**src/rtl/attack_sequencer_pkg.sv**
```systemverilog
// Shared definitions for the attack sequencer: game-state encoding,
// playfield coordinate limits and the default shot budget.
package attack_sequencer_pkg;

    typedef enum logic [1:0] {
        IDLE   = 2'b00,
        PREP   = 2'b01,
        ATTACK = 2'b10,
        OVER   = 2'b11
    } state_t;

    localparam logic [2:0] X_MAX = 3'd6;
    localparam logic [2:0] Y_MAX = 3'd4;

    localparam int MAX_SHOTS_DEFAULT = 12;

    // True when the target lies on the 7x5 playfield.
    function automatic logic coord_valid(input logic [2:0] x, input logic [2:0] y);
        return (x <= X_MAX) && (y <= Y_MAX);
    endfunction

endpackage

```
**src/rtl/attack_sequencer_edge_detector.sv**
```systemverilog
// Rising-edge detector for a debounced button level. The history flop
// resets to RESET_LEVEL so a button held through reset does not fire.
module edge_detector #(
    parameter logic RESET_LEVEL = 1'b1
) (
    input  logic clk,
    input  logic reset,
    input  logic level,
    output logic rise
);

    logic prev_q;
    logic prev_d;

    // Next history value is simply the current level.
    always_comb begin
        prev_d = level;
    end

    // One-cycle-delayed copy of the level.
    always_ff @(posedge clk or posedge reset) begin
        if (reset) begin
            prev_q <= RESET_LEVEL;
        end else begin
            prev_q <= prev_d;
        end
    end

    assign rise = level & ~prev_q;

endmodule

```
**src/rtl/attack_sequencer.sv**
```systemverilog
// Attack-phase sequencer for the battleship game: walks IDLE/PREP/ATTACK/OVER,
// accepts shots on confirm edges, keeps shot and hit counters and result LEDs.
// All outputs come straight from flops.
module attack_sequencer
    import attack_sequencer_pkg::*;
#(
    parameter int MAX_SHOTS = MAX_SHOTS_DEFAULT,
    parameter int SHIP_W    = 4
) (
    input  logic              clk,
    input  logic              reset,
    input  logic              start,
    input  logic              lock_map,
    input  logic              confirm,
    input  logic [2:0]        x_coord,
    input  logic [2:0]        y_coord,
    input  logic              cell_is_ship,
    input  logic              cell_already_hit,
    input  logic [SHIP_W-1:0] ship_cells,
    output logic [1:0]        state,
    output logic              hit_strobe,
    output logic [SHIP_W-1:0] shots_left,
    output logic [SHIP_W-1:0] hits,
    output logic              led_green,
    output logic              led_red,
    output logic              win
);

    localparam logic [SHIP_W-1:0] SHOTS_INIT = SHIP_W'(MAX_SHOTS);
    localparam logic [SHIP_W-1:0] HITS_SAT   = '1;
    localparam logic [SHIP_W-1:0] ZERO       = '0;

    state_t            state_q, state_d;
    logic [SHIP_W-1:0] ship_q, ship_d;
    logic [SHIP_W-1:0] shots_q, shots_d;
    logic [SHIP_W-1:0] hits_q, hits_d;
    logic              strobe_q, strobe_d;
    logic              green_q, green_d;
    logic              red_q, red_d;
    logic              win_q, win_d;

    logic              confirm_rise;
    logic              shot_ok;

    edge_detector #(
        .RESET_LEVEL (1'b1)
    ) u_confirm_edge (
        .clk   (clk),
        .reset (reset),
        .level (confirm),
        .rise  (confirm_rise)
    );

    // A shot counts only on a fresh press at an untouched, on-board cell with budget left.
    always_comb begin
        shot_ok = confirm_rise
                  && coord_valid(x_coord, y_coord)
                  && !cell_already_hit
                  && (shots_q != ZERO);
    end

    // Next-state and counter logic; dropping start wins over everything else.
    always_comb begin
        state_d  = state_q;
        ship_d   = ship_q;
        shots_d  = shots_q;
        hits_d   = hits_q;
        strobe_d = 1'b0;
        green_d  = green_q;
        red_d    = red_q;
        win_d    = win_q;

        if (!start) begin
            state_d = IDLE;
            ship_d  = ZERO;
            shots_d = ZERO;
            hits_d  = ZERO;
            green_d = 1'b0;
            red_d   = 1'b0;
            win_d   = 1'b0;
        end else begin
            case (state_q)
                IDLE: begin
                    state_d = PREP;
                end
                PREP: begin
                    if (lock_map) begin
                        state_d = ATTACK;
                        ship_d  = ship_cells;
                        shots_d = SHOTS_INIT;
                        hits_d  = ZERO;
                    end
                end
                ATTACK: begin
                    if (hits_q == ship_q) begin
                        state_d = OVER;
                        win_d   = 1'b1;
                    end else if (shots_q == ZERO) begin
                        state_d = OVER;
                    end else if (shot_ok) begin
                        strobe_d = 1'b1;
                        shots_d  = shots_q - 1'b1;
                        if (cell_is_ship && (hits_q != HITS_SAT)) begin
                            hits_d = hits_q + 1'b1;
                        end
                        red_d   = cell_is_ship;
                        green_d = ~cell_is_ship;
                    end
                end
                OVER: begin
                    state_d = OVER;
                end
                default: begin
                    state_d = IDLE;
                end
            endcase
        end
    end

    // Game state, counters and LED/result registers.
    always_ff @(posedge clk or posedge reset) begin
        if (reset) begin
            state_q  <= IDLE;
            ship_q   <= ZERO;
            shots_q  <= ZERO;
            hits_q   <= ZERO;
            strobe_q <= 1'b0;
            green_q  <= 1'b0;
            red_q    <= 1'b0;
            win_q    <= 1'b0;
        end else begin
            state_q  <= state_d;
            ship_q   <= ship_d;
            shots_q  <= shots_d;
            hits_q   <= hits_d;
            strobe_q <= strobe_d;
            green_q  <= green_d;
            red_q    <= red_d;
            win_q    <= win_d;
        end
    end

    assign state      = state_q;
    assign hit_strobe = strobe_q;
    assign shots_left = shots_q;
    assign hits       = hits_q;
    assign led_green  = green_q;
    assign led_red    = red_q;
    assign win        = win_q;

endmodule

```
**config.mk**
```make
export PLATFORM = sky130hd
export DESIGN_NAME = attack_sequencer
export DESIGN_NICKNAME = d
export VERILOG_FILES = /design/src/rtl/attack_sequencer_pkg.sv /design/src/rtl/attack_sequencer_edge_detector.sv /design/src/rtl/attack_sequencer.sv
export SDC_FILE = /design/constraint.sdc
export NUM_CORES = 1
export LEC_CHECK = 0
export CAP_MARGIN = 20
export CORE_MARGIN = 2
export CORE_UTILIZATION = 48
export DETAILED_ROUTE_END_ITERATION = 16
export HOLD_SLACK_MARGIN = 0.03
export PLACE_DENSITY = 0.82
export SLEW_MARGIN = 10
export SYNTH_ARGS = -nofsm -noshare
export SYNTH_HDL_FRONTEND = slang
export SYNTH_SLANG_ARGS = --single-unit
```
**constraint.sdc**
```tcl
create_clock -name clk -period 3.5 [get_ports clk]
set_input_delay 0.35 -clock clk [delete_from_list [all_inputs] [get_ports clk]]
set_output_delay 0.35 -clock clk [all_outputs]
set_load 0.03 [all_outputs]
```
# Word-level counts from Yosys, hierarchy flattened
# Index checks and enable logic that the tools add are counted.
# op_classes
div_mod_pow,0
eq_ne,19
bitwise_logic,3
order_cmp,2
shifts,0
n_reduce_logical,15
mul,0
add_sub_neg,2
muxes,39
# op_table
cell,n
$mux 4,14
$mux 1,18
$pmux 4 s2,2
$ne 3x3->1 const B,5
$ne 2x1->1 const B,5
$mux 2,4
$ne 4x4->1 const B,2
$pmux 2 s4,1
$le 3x3->1 const B,2
$reduce_and 2->1,3
$reduce_and 6->1,1
$logic_and 1x1->1,5
$reduce_and 5->1,1
$add 4x1->4 const B,1
$eq 2x2->1 const B,2
$eq 4x4->1,1
$logic_not 4->1,1
$ne 2x2->1 const B,2
$reduce_and 4->1,1
$reduce_bool 4->1,1
$sub 4x1->4 const B,1
$ne 3x1->1 const B,1
$eq 2x1->1 const B,1
$logic_not 2->1,1
other kinds (3),4
# word_totals
register_bits,19
ramBits,0
memories,0
romBits,0
out_inout_bits,14
word_cells,89
in_bits,17
latchBits,0

# Longest topological paths before layout
# Gate-level depths: netlist of run 1.
# depth
word_depth,10
mapped_depth,8

# Modules after synthesis
# From an unflattened synthesis of run 1, not the netlist that was laid out.
# unflattened
hier_cells,101
area_unflattened_um2,1064.8
# modules_own_cells
module,n_inst,area_each_um2,cells_each
attack_sequencer,1,1021.0,98
edge_detector,1,43.8,3

# Worst setup path after synthesis of run 1
# OpenSTA, ideal clock, no wires.
# synth_path
path_kind,register to register
startpoint,"register shots_q[0], in the netlist shots_left[0]"
endpoint,"register hits_q[3], in the netlist hits[3]"
synth_period_minus_slack_ns,2.094
n_path_buf,1
setup_ns,0.069
setup_slack_ns,1.406
path_stages_with_launch,9
arrival_time_ns,2.024
cell_sequence,dfrtp_1 inv_1 ha_1 or3b_2 o41ai_2 or2_0 buf_2 or4_1 nand3_1
# synth_between
elab_chain_cells,4
word_cells_on_any_way,6
classes_between,eq/ne (2); reduce/logical (4)
# synth_rtl
element,line,rtl
from (decl),attack_sequencer.sv:35,"logic [SHIP_W-1:0] shots_q, shots_d;"
from (signal assigned),attack_sequencer.sv:134,shots_q <= shots_d;
$reduce_bool 4->1,attack_sequencer.sv:59,&& (shots_q != ZERO);
$logic_and 1x1->1,attack_sequencer.sv:59,
$ne 3x3->1 (no source line),-,
$reduce_and 6->1 (no source line) (*),-,
to (signal assigned),attack_sequencer.sv:135,hits_q <= hits_d;
to (decl),attack_sequencer.sv:36,"logic [SHIP_W-1:0] hits_q, hits_d;"
# Mark *: on every way between the ends. The rest lies on a longest branch, timed or not.
# A chain may end at the register's enable or synchronous reset.

# Worst setup path in the final report of run 1
# layout_path
startpoint,"register shots_q[0], in the netlist shots_left[0]"
endpoint,"register hits_q[1], in the netlist hits[1]"
# The elaborated chain is that of the path after synthesis.

==> out/qor.txt, run 1 <==
Gr ovfl total = 0
Clock share of power = 0.277
Setup Viol. Count Final = 0
Reg power frac = 0.552
Final Core Density = 0.683
Tmin final = 2.14 ns
Die Area = 2410 µm²
Worst r2r dst = hits[1]$_DFFE_PP0P_
Pin count of the biggest net entering global routing = 20
Final count of pins violating max slew = 0
Setup ws final = 1.36 ns
Synth Register Bits = 19
Max Freq = 0.468 GHz
Root Driver = clkbuf_4
Setup Skew = 0.00888 ns
Initial core utilization = 0.503
CTS resizes = 0
YS warnings = 0
Leak pwr = 0.567 nW
Crit path kind = reg -> reg
Remaining antenna violation count = 0
Share of cells above drive strength 1 = 0.0682
Critical path cell sequence = inv_1, ha_1, or3b_2, o41ai_2, or2_0, nor2_1, a32o_1
Peak VDD IR = 0.000219 V
Switching Share = 0.281
PwrDens = 319 nW/µm²
WL final = 2280 µm
Clock transition at the registers of the reported paths = 0.12 ns
Pint = 304 µW
First-pass GRT wire length = 3890 µm
Post-synthesis sequential area ratio = 0.488
RSZ-0062 raised after global routing = false
Most common cell in the netlist = dfrtp_1
Top cell type by total area after synthesis = dfrtp_1
Avg Cell Area, Syn = 9.68 µm²
Gr usage total = 0.206
Slowest stage delay, CP = 0.46 ns
Setup TNS = 0 ns
Synth Net Count = 121
Post-DP HPWL = 1740 µm
Slowest cell on crit path = dfrtp_1
Routed via count = 914
Drt first-iter violations = 26
Hold crit path type = in -> async
DR WL/cell = 14.3 µm
Post-synth EDFFs = 0
First-pass DRT Iterations = 4
Async SR Flop Fraction = 1.00
CP Capture Type = register
Die height = 49.1 µm
Distinct cell type count after synthesis = 38
Max Fanout on Critical Path = 6
TritonCTS Buffers = 3
Ports = 31
Hold Worst Slack = 0.443 ns
Longest Clk Path Bufs = 2
CORE AREA = 1940 µm²
Worst path required time = 3.70 ns
Vias per cell = 5.75
WP data arrival = 2.34 ns
Status = completed
Row count = 16
Clock Latency Late Sink = 0.31 ns
Initial antenna violation count = 0
Vias in the first global route = 855
Post-CTS Hold Buffers = 0
Slew @ Worst Pin = 0.711 ns
Comb power frac = 0.172
Number of post-CTS setup repair buffers = 0
RePlAce Congestion = 0.850
CTS tree = done
Pre-CTS setup slack = 1.39 ns
Most common flop cell mapped by yosys = dfrtp_1
Layout Nets = 153
Post-synthesis cell count = 101
Reg2reg start = shots_left[0]$_DFFE_PP0P_
Die W = 49.1 µm
# DRC = 0
R2r setup slk = 1.36 ns
Relative slew slack = 0.526
Final Cycle Share = 0.611
Synthesis-to-finish area growth = 35.7%
Fill cells = 166
R2R cell count = 7
Switching pwr = 119 µW
Yosys top cell area share = 0.461
ANT cells = 0
Area contributors post-synth = dfrtp_1, nand2_1, a21oi_1
Cell Area, Synth = 977 µm²
H-tree Lvls = 1
Top post-synthesis cells by count = dfrtp_1, nand2_1, a21oi_1
Hold Vio Cnt, Final = 0
Clock sink count = 19
Port Buffers = 30
Startpoint Class = register
Max_cap viols = 0
Pwr Total = 423 µW
[cells by family after synthesis]
family | after synthesis | share of synthesized area
xor gates and xnor gates | 4 | 0.0358
DFF | 19 | 0.488
and+or+nand+nor | 41 | 0.213
AOI/OAI and AO/OA | 27 | 0.197
buffers and inverters | 7 | 0.0282
adders and majority gates | 3 | 0.0384
[power by group through the flow]
stage,Combinational (mW),Sequential (mW),Clock [mW]
6_report,0.0727,0.233,0.117
5_1_grt,0.0794,0.235,0.127
4_1_cts,0.0731,0.233,0.117
3_5_place_dp,0.0726,0.237,0
3_3_place_gp,0.0713,0.237,0
2_1_floorplan,0.0302,0.244,0
[per-stage QoR]
step / cells / instance area [µm²]
final: 159 / 1330
after global placement: 155 / 1300
after floorplan: 101 / 977
after CTS: 159 / 1330
after detailed placement: 155 / 1300
after global routing: 159 / 1330
[critical path: cells and delay by family, from the launching register on]
family,cells,cell delay (ns)
and+or+nand+nor,3,0.92
DFF,1,0.46
AOI/OAI and AO/OA,2,0.38
adders and majority gates,1,0.14
buffers and inverters,1,0.11
[layout make-up]
cell class / instances / area, µm² / share of cell area
well taps: 27 / 33.8 / 0.0255
repair buffers: 30 / 300 / 0.226
flip-flops and latches: 19 / 477 / 0.359
clock inverters: 1 / 5.00 / 0.00377
clock buffers: 3 / 22.5 / 0.0170
multi-input cells: 75 / 473 / 0.357
inverters: 4 / 15.0 / 0.0113
[routing by layer]
metal  vias up  GRT usage  wire length, µm
li1        432          -                -
met5         -          0                0
met2        41      0.349             1100
met3         5     0.0337              124
met4         0     0.0714               29
met1       436      0.264             1020
[placed cells by master (no fill, tap or decap), types with 2 or more instances in the layout]
| master | netlist | layout |
|---|---|---|
| clkdlybuf4s50_1 | 0 | 30 |
| dfrtp_1 | 18 | 18 |
| nand2_1 | 14 | 14 |
| a21oi_1 | 9 | 9 |
| nor2_1 | 8 | 8 |
| nand3_1 | 5 | 5 |
| inv_1 | 4 | 4 |
| xor2_1 | 4 | 4 |
| o21ai_0 | 4 | 4 |
| ha_1 | 3 | 3 |
| clkbuf_4 | 0 | 3 |
| nand3b_1 | 2 | 2 |
| nor3_1 | 2 | 2 |
[sequential cells by signal (all words and copies together), names as in the netlist]
| name | flops |
|---|---|
| state | 2 |
| win | 1 |
| shots_left | 4 |
| led_red | 1 |
| hit_strobe | 1 |
| u_confirm_edge.prev_q | 1 |
| hits | 4 |
| ship_q | 4 |
| led_green | 1 |
[worst max-delay path by stage]
stage | from | end | depth (start not counted)
finish | shots_left[0]$_DFFE_PP0P_ | hits[1]$_DFFE_PP0P_ | 7
detailed placement | y_coord[0] | hits[3]$_DFFE_PP0P_ | 6
global placement | start | hits[2]$_DFFE_PP0P_ | 6
global route | shots_left[0]$_DFFE_PP0P_ | hits[1]$_DFFE_PP0P_ | 7
CTS | shots_left[0]$_DFFE_PP0P_ | hits[1]$_DFFE_PP0P_ | 7
floorplan | shots_left[0]$_DFFE_PP0P_ | hits[3]$_DFFE_PP0P_ | 8
(Power assumes the default switching activity.)
==> inputs of run 2 (changes only) <==
--- a/config.mk
+++ b/config.mk
@@ -7,10 +7,10 @@
 export LEC_CHECK = 0
 export CAP_MARGIN = 20
 export CORE_MARGIN = 2
-export CORE_UTILIZATION = 48
+export CORE_UTILIZATION = 40
 export DETAILED_ROUTE_END_ITERATION = 16
 export HOLD_SLACK_MARGIN = 0.03
-export PLACE_DENSITY = 0.82
+export PLACE_DENSITY = 0.73
 export SLEW_MARGIN = 10
 export SYNTH_ARGS = -nofsm -noshare
 export SYNTH_HDL_FRONTEND = slang
==> constraint.sdc (replaced) <==
create_clock -name clk -period 1.9 [get_ports clk]
set_input_delay 0.19 -clock clk [delete_from_list [all_inputs] [get_ports clk]]
set_output_delay 0.19 -clock clk [all_outputs]
set_load 0.03 [all_outputs]
==> run 2 against run 1 <==
  * Sequential share of layout area fell by 3.1 points
  * Via count rose by 0.88%
  * Clock skew fell by 0.0029 ns
  * Global-route usage rose by 0.21 points
  * Core utilization fell by 3.3 points
  * Non-clock buffer count rose by 13
  * Critical endpoint is now hits[3]$_DFFE_PP0P_
==> out/qor.txt, run 2 (synthesis results as in run 1) <==
Startpoint Class = register
Routed wl met3 = 83 µm
Synthesis-to-finish area growth = 50.1%
Post-DP HPWL = 2040 µm
# DRC = 0
PwrDens = 540 nW/µm²
Share of cells above drive strength 1 = 0.207
Highest routed metal layer = met4
Max Freq = 0.542 GHz
TritonCTS Buffers = 3
Setup Viol. Count Final = 0
Initial core utilization = 0.433
Gr ovfl total = 0
Ports = 31
CP Capture Type = register
Root Driver = clkbuf_4
Status = completed
Routed via count = 922
Final Cycle Share = 0.972
Pint = 579 µW
Hold crit path type = in -> async
CTS tree = done
Row count = 17
Remaining antenna violation count = 0
Layout Nets = 166
Peak VDD IR = 0.000358 V
Switching pwr = 212 µW
Setup ws final = 0.0541 ns
Die W = 53.4 µm
Clock sink count = 19
Max_cap viols = 0
Die height = 53.4 µm
Relative slew slack = 0.742
Leak pwr = 0.643 nW
Tmin final = 1.85 ns
WL final = 2480 µm
DR WL met2 = 1280 µm
Fill cells = 210
Pin count of the biggest net entering global routing = 11
First-pass DRT Iterations = 4
Final count of pins violating max slew = 0
Most frequent cells in the layout = clkdlybuf4s50_1, nand2_1, dfrtp_1
Die Area = 2850 µm²
Initial antenna violation count = 0
Worst path required time = 2.14 ns
Drt first-iter violations = 10
Final instance area = 1470 µm²
Switching Share = 0.268
First-pass GRT wire length = 4370 µm
Slowest cell on crit path = dfrtp_1
Slowest stage delay, CP = 0.45 ns
Clock Latency Late Sink = 0.29 ns
Setup Skew = 0.00602 ns
Longest Clk Path Bufs = 2
Pre-CTS setup slack = -0.0281 ns
Most common cell after layout, fill and taps aside = clkdlybuf4s50_1
Critical path cell sequence = xor2_1, o41ai_4, buf_4, or2_4, or4_1, nand3_1
Comb power frac = 0.199
Clock transition at the registers of the reported paths = 0.11 ns
RePlAce Congestion = 0.858
RSZ-0062 raised after global routing = true
Max Fanout on Critical Path = 6
WP data arrival = 2.08 ns
WL met1 = 1110 µm
Reg power frac = 0.543
Hold Vio Cnt, Final = 0
Slew @ Worst Pin = 0.387 ns
Vias in the first global route = 1000
Post-CTS Hold Buffers = 0
Vias per cell = 5.33
Crit path kind = reg -> reg
Area post-placement = 1400 µm²
DR WL/cell = 14.3 µm
CORE AREA = 2250 µm²
Pwr Total = 791 µW
ANT cells = 0
R2r setup slk = 0.05 ns
Gr usage total = 0.208
Port Buffers = 30
Clock share of power = 0.257
H-tree Lvls = 1
run 2: cell count changes in the layout (fill, tap and decap cells not counted), sizes merged:
cell	change
clkbuf	+1
clkinv	-1
buf	+13
run 2: worst paths after layout:
check,startpoint,end,cells after the start
setup / recovery,hits[1]$_DFFE_PP0P_,hits[3]$_DFFE_PP0P_,6
hold / removal,reset,hit_strobe$_DFF_PP0_,2
setup reg to reg,hits[1]$_DFFE_PP0P_,hits[3]$_DFFE_PP0P_,6
hold reg to reg,win$_DFFE_PP0P_,win$_DFFE_PP0P_,2
max in group asynchronous,reset,shots_left[1]$_DFFE_PP0P_,3
min in group clk,confirm,u_confirm_edge.prev_q$_DFF_PP1_,1
run 2: timing repair:
action,CTS,global route
buffers inserted,0,2
pin swaps,0,3
resized for setup,1,6
setup endpoints to repair,2,6
endpoints found under the hold margin,0,0
run 2: worst max-delay path: cells and delay by family (launching register included):
kind	cells	cell delay (ns)
xor gates and xnor gates	1	0.34
buffers and inverters	1	0.16
and+or+nand+nor	3	0.74
DFF	1	0.45
AOI/OAI and AO/OA	1	0.11
run 2: area by class of cell:
type | instances | area [µm²] | share of cell area
Clock buffer | 4 | 26.3 | 0.0179
Inverter | 4 | 15.0 | 0.0102
Multi-Input combinational cell | 75 | 510 | 0.348
Sequential cell | 19 | 482 | 0.328
Tap cell | 28 | 35.0 | 0.0239
Timing Repair Buffer | 43 | 398 | 0.271
run 2: layer usage:
layer | track usage | vias to the layer above
met5 | 0 | -
met4 | 0.0684 | 0
met3 | 0.0311 | 2
met2 | 0.366 | 17
met1 | 0.255 | 450
li1 | - | 453
run 2: power by group through the flow:
stage / sequential, mW / combinational [mW] / clock, mW
after global routing: 0.432 / 0.172 / 0.224
after CTS: 0.429 / 0.154 / 0.204
after detailed placement: 0.437 / 0.153 / 0
after floorplan: 0.450 / 0.0612 / 0
final: 0.430 / 0.158 / 0.204
after global placement: 0.437 / 0.152 / 0
run 2: stage by stage:
| stage | hold WS [ns] | utilization | TNS (ns) | std cells |
|---|---|---|---|---|
| 2_1_floorplan | 0.140 | - | 0 | 101 |
| 3_3_place_gp | 0.498 | 0.621 | 0 | 167 |
| 3_5_place_dp | 0.491 | 0.621 | -0.0460 | 167 |
| 4_1_cts | 0.177 | 0.633 | 0 | 171 |
| 5_1_grt | 0.198 | 0.650 | -0.0440 | 173 |
| 6_report | 0.159 | 0.650 | 0 | 173 |
